===== config.mk =====
export PLATFORM = sky130hd
export DESIGN_NAME = alu_share_arbiter
export DESIGN_NICKNAME = d
export VERILOG_FILES = /design/src/rtl/alu_share_arbiter.sv
export SDC_FILE = /design/constraint.sdc
export NUM_CORES = 1
export LEC_CHECK = 0
export ABC_AREA = 1
export BUFFER_PORTS_ARGS = -buffer_cell sky130_fd_sc_hd__buf_2
export CORE_MARGIN = 1.5
export CORE_UTILIZATION = 40
export CTS_BUF_LIST = sky130_fd_sc_hd__clkbuf_16
export DETAILED_ROUTE_END_ITERATION = 12
export PLACE_DENSITY = 0.76
export SETUP_SLACK_MARGIN = 0.2
export SYNTH_ARGS = -nofsm -noshare
export SYNTH_HDL_FRONTEND = slang
export SYNTH_SLANG_ARGS = --single-unit

===== constraint.sdc =====
create_clock -name clk -period 1.9 [get_ports clk]
set_input_delay 0.38 -clock clk [delete_from_list [all_inputs] [get_ports clk]]
set_output_delay 0.38 -clock clk [all_outputs]
set_load 0.01 [all_outputs]

===== src/rtl/alu_share_arbiter.sv =====
// Round-robin arbiter sharing one combinational ALU between N_REQ requesters.
// Registered operand issue, one settle cycle, registered result with per-requester valid.
module alu_share_arbiter #(
  parameter int N_REQ  = 2,
  parameter int N_BITS = 16
) (
  input  logic                    clk,
  input  logic                    rst,
  input  logic [N_REQ-1:0]        req,
  input  logic [N_REQ*N_BITS-1:0] req_a,
  input  logic [N_REQ*N_BITS-1:0] req_b,
  input  logic [N_REQ*3-1:0]      req_op,
  output logic [N_REQ-1:0]        gnt,
  output logic [N_REQ-1:0]        rsp_valid,
  output logic [N_BITS-1:0]       rsp_result,
  output logic                    rsp_overflow,
  output logic                    busy,
  output logic [N_BITS-1:0]       alu_a,
  output logic [N_BITS-1:0]       alu_b,
  output logic [2:0]              alu_op,
  input  logic [N_BITS-1:0]       alu_result,
  input  logic                    alu_overflow
);

  localparam int PW = (N_REQ > 1) ? $clog2(N_REQ) : 1;

  typedef enum logic [1:0] {IDLE, EXEC, RESP} state_t;

  state_t          state, state_nx;
  logic [PW-1:0]   ptr, owner;
  logic [PW-1:0]   winner;
  logic            found;
  logic [N_BITS-1:0] win_a, win_b;
  logic [2:0]      win_op;

  // Rotating priority scan starting at ptr; first set bit wins.
  always_comb begin
    winner = '0;
    found  = 1'b0;
    win_a  = '0;
    win_b  = '0;
    win_op = '0;
    for (int unsigned k = 0; k < N_REQ; k++) begin
      int unsigned idx;
      idx = (int'(ptr) + k) % N_REQ;
      if (!found && req[idx]) begin
        found  = 1'b1;
        winner = PW'(idx);
        win_a  = req_a[idx*N_BITS +: N_BITS];
        win_b  = req_b[idx*N_BITS +: N_BITS];
        win_op = req_op[idx*3 +: 3];
      end
    end
  end

  always_ff @(posedge clk) begin
    if (rst) state <= IDLE;
    else     state <= state_nx;
  end

  always_comb begin
    state_nx = state;
    case (state)
      IDLE:    if (found) state_nx = EXEC;
      EXEC:    state_nx = RESP;
      RESP:    state_nx = IDLE;
      default: state_nx = IDLE;
    endcase
  end

  always_ff @(posedge clk) begin
    if (rst) begin
      ptr          <= '0;
      owner        <= '0;
      alu_a        <= '0;
      alu_b        <= '0;
      alu_op       <= '0;
      rsp_result   <= '0;
      rsp_overflow <= 1'b0;
    end else begin
      case (state)
        IDLE: if (found) begin
          owner  <= winner;
          alu_a  <= win_a;
          alu_b  <= win_b;
          alu_op <= win_op;
        end
        EXEC: begin
          rsp_result   <= alu_result;
          rsp_overflow <= alu_overflow;
        end
        RESP: ptr <= (owner == PW'(N_REQ-1)) ? '0 : owner + 1'b1;
        default: ;
      endcase
    end
  end

  always_comb begin
    gnt       = '0;
    rsp_valid = '0;
    busy      = 1'b0;
    case (state)
      EXEC: begin
        gnt[owner] = 1'b1;
        busy       = 1'b1;
      end
      RESP: begin
        rsp_valid[owner] = 1'b1;
        busy             = 1'b1;
      end
      default: ;
    endcase
  end

endmodule


**Yosys cells after proc, flatten, opt, wreduce, memory -nomap -nowiden**

Index checks and enable logic that the tools add are counted.

- Bits in registers: 56
- Input bits: 91
- Output and inout bits: 57
- Logic and storage cells: 53

- Add/subtract/negate cells: 2
- Multiply operators: 2
- Order comparisons: 4
- Eq/ne operators: 3
- Shifts and indexed selects: 6
- Multiplexer cells: 22
- Reduce and logical (&&, ||, !) cells: 6

Operators with widths:

| kind | count |
|---|---|
| $shiftx A32 B6 Y16 | 4 |
| $mux W16 | 4 |
| $shiftx A6 B4 Y3 | 2 |
| $mux W1 | 11 |
| $lt A1 B2 Y1 const B | 3 |
| $mul A1 B2 Y3 const B | 2 |
| $mux W2 | 3 |
| $mux W3 | 2 |
| $pmux W2 S2 | 1 |
| $add A1 B1 Y1 const B | 2 |
| $eq A2 B1 Y1 const B | 1 |
| $eq A2 B2 Y1 const B | 1 |
| $logic_and A1 B1 Y1 | 2 |
| $logic_not A2 Y1 | 1 |
| $ne A2 B2 Y1 const B | 1 |
| $reduce_and A2 Y1 | 1 |
| $reduce_or A2 Y1 | 1 |
| $demux W1 S1 | 1 |
| $ge A1 B1 Y1 const B | 1 |
| $logic_not A1 Y1 | 1 |

**Longest topological paths before layout**

Gate-level depths: netlist of the first run.

- Depth in word-level cells: 8
- Mapped depth: 10
- Gate-level depth less buffers: 9

**Worst setup path after synthesis of the first run**

Ideal clock, no wire load.

- Kind: register to output
- Start: register state[1]
- End: output port gnt[0]
- Data arrival time: 1.376 ns
- Required time: 1.520 ns
- Setup slack: 0.144 ns
- Stages on the path, launching flop included: 7
- Path buffers: 2
- Cell sequence: dfxtp_1 inv_1 ha_1 clkbuf_1 clkinv_1 clkbuf_1 nor2_1

- Cells in the longest elaborated chain, start to end: 2

RTL lines:

| element | RTL line | RTL |
|---|---|---|
| start, declared | 29 | `state_t state, state_nx;` |
| start signal, assigned | 58 | `else state <= state_nx;` |
| $eq A2 B1 Y1 | 102 | `case (state)` |
| $mux W2 | 102 |  |
| end, declared | 13 | `output logic [N_REQ-1:0] gnt,` |

No other way between the ends.

**Final worst setup path of the first run**

Same ends and word-level chain as after synthesis.

==> out/results.tsv, run 1 <==
metric	value	unit
Die ar.	9710	sq um
mux contribution to synthesized area	0	
CP required	1.52	ns
EDFF count, synth	0	
Slew Limit Fails	0	
drt total wl	9770	um
Startpoint Class	flip-flop	
largest net degree at the start of global routing	72	
Post-Syn Instances	679	
Main synth FF type	dfxtp_1	
Routed Antenna Nets	0	
CTS sink count	56	
fmax	628	MHz
clock tree from TritonCTS	built	
Top Ports	148	
Worst-path clk slew	0.07	ns
cell area power density	1060	nW/um^2
Hold/Removal Path Class	primary input to flip-flop	
Final Cycle Share	0.838	
crit path kind	flip-flop to output port	
count leader, synth	nand2_1	
CTS H-tree depth	2	
Crit Path Max Fanout	7	
gr ovfl total	0	
vias in the first global route	3847	
synthesized net count	774	
top cells by instance count after synthesis	nand2_1 (359), nor2_1 (109), dfxtp_1 (56)	
drt wl/cell	10.6	um
peak supply drop	0.000460	V
adder-cell area share of the yosys netlist	0.0137	
mapped cell area	3650	sq um
R2R cell count	7	
ratio of cells with drive above 1 in the final layout	0.229	
XOR/XNOR Fraction of Synth Area	0	
Final Worst Setup Slack	0.308	ns
area of the core	8760	sq um
final core occ	0.535	
# nets final	906	
simple-gate share of the synthesized area	0.547	
Clock Latency Late Sink	0.28	ns
Chip Height	98.6	um
Post-route DRC	0	
first-pass GRT wire length	17000	um
Async SR Flop Fraction	0	
post-synthesis compound-gate area fraction	0.0312	
Final min period	1.59	ns
Global Route Usage Sum	0.206	
Crit path arrival time	1.21	ns
Final GP Congestion	0.786	
clock buffer depth	2	
nature of the critical path endpoint	output port	
Worst Tran Pin Value	0.479	ns
#FFs+latches synth	56	
initial core utilization	0.417	
Sum Neg Setup Slack	0	ns
status	completed	
Static Leak	2.87	nW
post-synthesis average cell area	5.38	sq um
leading area contributor after synthesis	nand2_1	
Cell Rows	34	
max_slew headroom	0.681	
Fin. Hold Viols	0	
die width	98.6	um
RSZ-0062 raised after global routing	false	
worst hold stages	2	
post-synthesis sequential area ratio	0.307	
first drt pass iteration count	4	
Yosys cell types	20	
Layout area overhead	28.3	%
hpwl dp	6880	um
port bufs	147	
clock root buffer	clkbuf_16	
Yosys top cell area share	0.369	
DR vias	4246	
max cap viols	0	
vias per cell	4.62	
initial antenna violation count	0	
ANT cells	0	
largest family of logic cells by synthesized area	simple AND/OR/NAND/NOR gates	
Setup Skew	0.00356	ns
Final setup viols	0	
First DRT Iteration DRCs	202	
total CTS buffers	5	
dpl ws	0.226	ns
main area contributors after synthesis	nand2_1 (37%), dfxtp_1 (31%), nor2_1 (11%), nand3_1 (5.1%), inv_1 (4.5%)	
Ys Warns	0	
routing by layer:
metal  share of wire  up-vias  GRT usage
met5               0        -          0
met4           0.016        0     0.0585
met3           0.061       10     0.0262
met2            0.46      129      0.360
met1            0.46     1825      0.266
li1                -     2282          -
registers in the layout, indices dropped and copies added (netlist names):
name,flops
alu_a,16
rsp_result,16
owner,1
state,2
alu_b,16
ptr,1
alu_op,3
rsp_overflow,1
cell usage in the layout (no fill, tap or decap), drive strengths merged:
master / n
a211oi: 1
a21oi: 1
buf: 164
clkbuf: 5
clkinv: 2
clkinvlp: 1
dfxtp: 56
ha: 4
inv: 49
nand2: 363
nand3: 37
nor2: 111
o21ai: 18
critical path, cell delays in order (launching register included):
cell and delay (ns):
dfxtp_1 0.33, inv_1 0.13, ha_4 0.19, clkinv_2 0.06
nor2_1 0.07, buf_2 0.14
final timing paths:
check          startpoint      endpoint  slack, ns
max              state[1]        gnt[0]       0.31
min                   rst           ptr       0.28
max reg2reg      state[1]     alu_a[13]       0.41
min reg2reg  rsp_overflow  rsp_overflow       0.49
layout make-up:
class,instances,area (sq um)
clock buffer,5,125
clock inverter,3,20.0
fill,957,4080
inverter,49,185
multi-input combinational,535,2170
sequential,56,1130
tap,108,135
timing repair buffer,164,921
metrics by stage:
step                      total power, mW  cell area, sq um  hold slack [ns]  instances
after CTS                            4.97              4650            0.279        916
after detailed placement             4.03              4490            0.482        908
after global routing                 5.43              4690            0.270        920
final                                4.95              4690            0.282        920
after floorplan                      3.26              3650            0.458        679
after global placement               4.01              4490            0.474        908
cell families after synthesis:
logic type	after synthesis
fa+ha+maj	4
compound gates	20
simple gates	511
buf+inv	88
flops	56
power by group:
part           internal, mW  switching (mW)
Sequential             1.48           0.172
Clock                 0.487           0.422
Combinational         0.925            1.46
Total                  2.90            2.05
what timing repair did:
action	CTS	global route
hold buffers	0	0
pin swaps	0	0
endpoints found under the setup margin	2	39
resized for setup	2	4
buffers inserted	0	4
No activity file was read; power rests on OpenSTA's default activity.
==> run 2: changes to the inputs <==
- ABC_AREA: 1 -> 0
- PLACE_DENSITY: 0.76 -> 0.8
- clock period: 1.9 -> 1.6 ns (I/O delays scaled with it)
==> out/results.tsv, run 2 <==
metric	value	unit	change
status	completed		
Sum Neg Setup Slack	0	ns	unchanged
most common cell after layout, fill and taps aside	buf_2		
largest family of logic cells by synthesized area	compound AO/OA/AOI/OAI gates		
Static Leak	1.86	nW	-35%
largest net degree at the start of global routing	51		-29%
Routed Antenna Nets	0		unchanged
post-synthesis compound-gate area fraction	0.351		+0.320
CTS H-tree depth	2		unchanged
simple-gate share of the synthesized area	0.0497		-0.497
Async SR Flop Fraction	0		unchanged
post-synthesis sequential area ratio	0.401		+0.0939
Yosys cell types	24		+20%
count leader, synth	dfxtp_1		
max cap viols	0		unchanged
# nets final	487		-46%
CTS Hold Bufs	0		unchanged
clock buffer depth	2		unchanged
Startpoint Class	flip-flop		
RSZ-0062 raised after global routing	true		
Setup Skew	0.00428	ns	+0.000721 ns
initial antenna violation count	0		unchanged
DR vias	2436		-43%
clock tree from TritonCTS	built		
FF-to-FF setup slack	0.20	ns	-0.21 ns
post-synthesis average cell area	11.6	sq um	+110%
Final min period	1.47	ns	
#FFs+latches synth	56		unchanged
vias per cell	4.98		+7.9%
adder-cell area share of the yosys netlist	0.0179		+0.00419
drt wl/cell	15.1	um	+42%
leading area contributor after synthesis	dfxtp_1		
vias in the first global route	2386		-38%
EDFF count, synth	0		unchanged
fmax	681	MHz	
Hold/Removal Path Class	primary input to flip-flop		
port bufs	147		unchanged
Clock Latency Late Sink	0.29	ns	about the same
final core occ	0.600		+0.0650
area of the core	6790	sq um	-22%
ratio of cells with drive above 1 in the final layout	0.641		+0.412
Final GP Congestion	0.684		-13%
hpwl dp	4900	um	-29%
Chip Height	86.6	um	-12%
Final Worst Setup Slack	0.131	ns	-0.178 ns
placed cells	474		-48%
non-filler instance count after layout	489		-47%
Worst Tran Pin Value	0.373	ns	-0.105 ns
Cell Rows	30		-12%
clock root buffer	clkbuf_16		
Post-Syn Instances	242		-64%
synthesized net count	337		-56%
Post-route DRC	0		unchanged
main area contributors after synthesis	dfxtp_1 (40%), o32ai_2 (17%), a211oi_2 (13%), mux2i_1 (6.4%), inv_1 (5.1%)		
cell area power density	994	nW/um^2	-5.8%
max_slew headroom	0.751		+0.0703
gr ovfl total	0		unchanged
mapped cell area	2800	sq um	-23%
initial core utilization	0.412		-0.00516
total CTS buffers	5		unchanged
Die ar.	7500	sq um	-23%
Layout area overhead	45.7	%	
Main synth FF type	dfxtp_1		
CTS sink count	56		unchanged
Final Cycle Share	0.918		
Slew Limit Fails	0		unchanged
drt total wl	7370	um	-25%
dpl ws	0.0384	ns	-0.187 ns
mux contribution to synthesized area	0.0644		+0.0644
Ys Warns	0		unchanged
ANT cells	0		unchanged
Crit path arrival time	1.15	ns	-0.06 ns
most frequent cells in the layout	buf_2 (144), dfxtp_1 (54), inv_1 (37), a211oi_2 (32), o32ai_2 (27)		
crit path kind	flip-flop to output port		
Fin. Hold Viols	0		unchanged
die width	86.6	um	-12%
top cells by instance count after synthesis	dfxtp_1 (56), inv_1 (38), a211oi_2 (30), o32ai_2 (30), nor2_1 (19)		
Global Route Usage Sum	0.185		-0.0206
peak supply drop	0.000525	V	+14%
Top Ports	148		unchanged
Yosys top cell area share	0.401		+0.0319
First DRT Iteration DRCs	83		-59%
nature of the critical path endpoint	output port		
CP required	1.28	ns	-0.24 ns
top flop regs	alu_a x16, alu_b x16, rsp_result x16		
first-pass GRT wire length	11100	um	-35%
Final setup viols	0		unchanged
Worst-path clk slew	0.07	ns	about the same
XOR/XNOR Fraction of Synth Area	0		unchanged
Crit Path Max Fanout	3		-4
first drt pass iteration count	4		unchanged
run 2: cell count changes after synthesis, sizes merged, moves of 34 or more:
cell and change:
a211oi +34, nand2 -361, nand3 -37, nor2 -92, o32ai +35
run 2: metrics by stage:
step	area [sq um]	hold WS [ns]	power, mW
2_1_floorplan	2810	0.457	2.45
3_3_place_gp	3600	0.469	2.77
3_5_place_dp	3600	0.479	2.80
4_1_cts	3840	0.258	3.93
5_1_grt	4080	0.269	4.26
6_report	4080	0.266	4.05
run 2: timing repair:
action | in CTS | in global routing
cloned | 0 | 4
pin swaps | 3 | 31
endpoints found under the setup margin | 41 | 41
gates resized for setup | 21 | 20
buffers inserted | 2 | 1
run 2: cells by family (layout without fill, tap and decap cells):
kind of cell,after synthesis,after routing
AOI/OAI and AO/OA,74,74
adders and majority gates,4,4
buffers and inverters,60,211
muxes,18,18
and+or+nand+nor,30,30
DFF,56,56
run 2: per-layer routing:
metal	vias to the layer above	track usage	part of all wire
li1	1176	-	-
met1	1157	0.215	0.41
met2	97	0.334	0.51
met3	6	0.0495	0.068
met4	0	0.0528	0.0080
met5	-	0	0
run 2: worst paths after layout:
path | start | endpoint | depth (start not counted)
worst max-delay path | state[0] | gnt[1] | 4
worst min-delay path | alu_result[13] | rsp_result[13] | 3
worst max register to register | state[1] | alu_a[6] | 6
worst min register to register | rsp_result[1] | rsp_result[1] | 2
run 2: area by class of cell:
class	instances	area (sq um)
Sequential cell	56	1130
Clock buffer	5	125
Clock inverter	3	15.0
Multi-Input combinational cell	126	1520
Tap cell	96	120
Fill cell	565	2720
Inverter	38	148
Timing Repair Buffer	165	1020
run 2: critical path, stage by stage, from the launching register on:
cell	delay, ns
dfxtp_2	0.33
buf_6	0.12
ha_4	0.16
and2_4	0.14
buf_6	0.11
run 2: power breakdown:
part / total, mW / internal, mW / switching, mW
sequential: 1.66 / 1.55 / 0.110
combinational: 1.33 / 0.695 / 0.632
clock: 1.06 / 0.571 / 0.490
total: 4.05 / 2.82 / 1.23
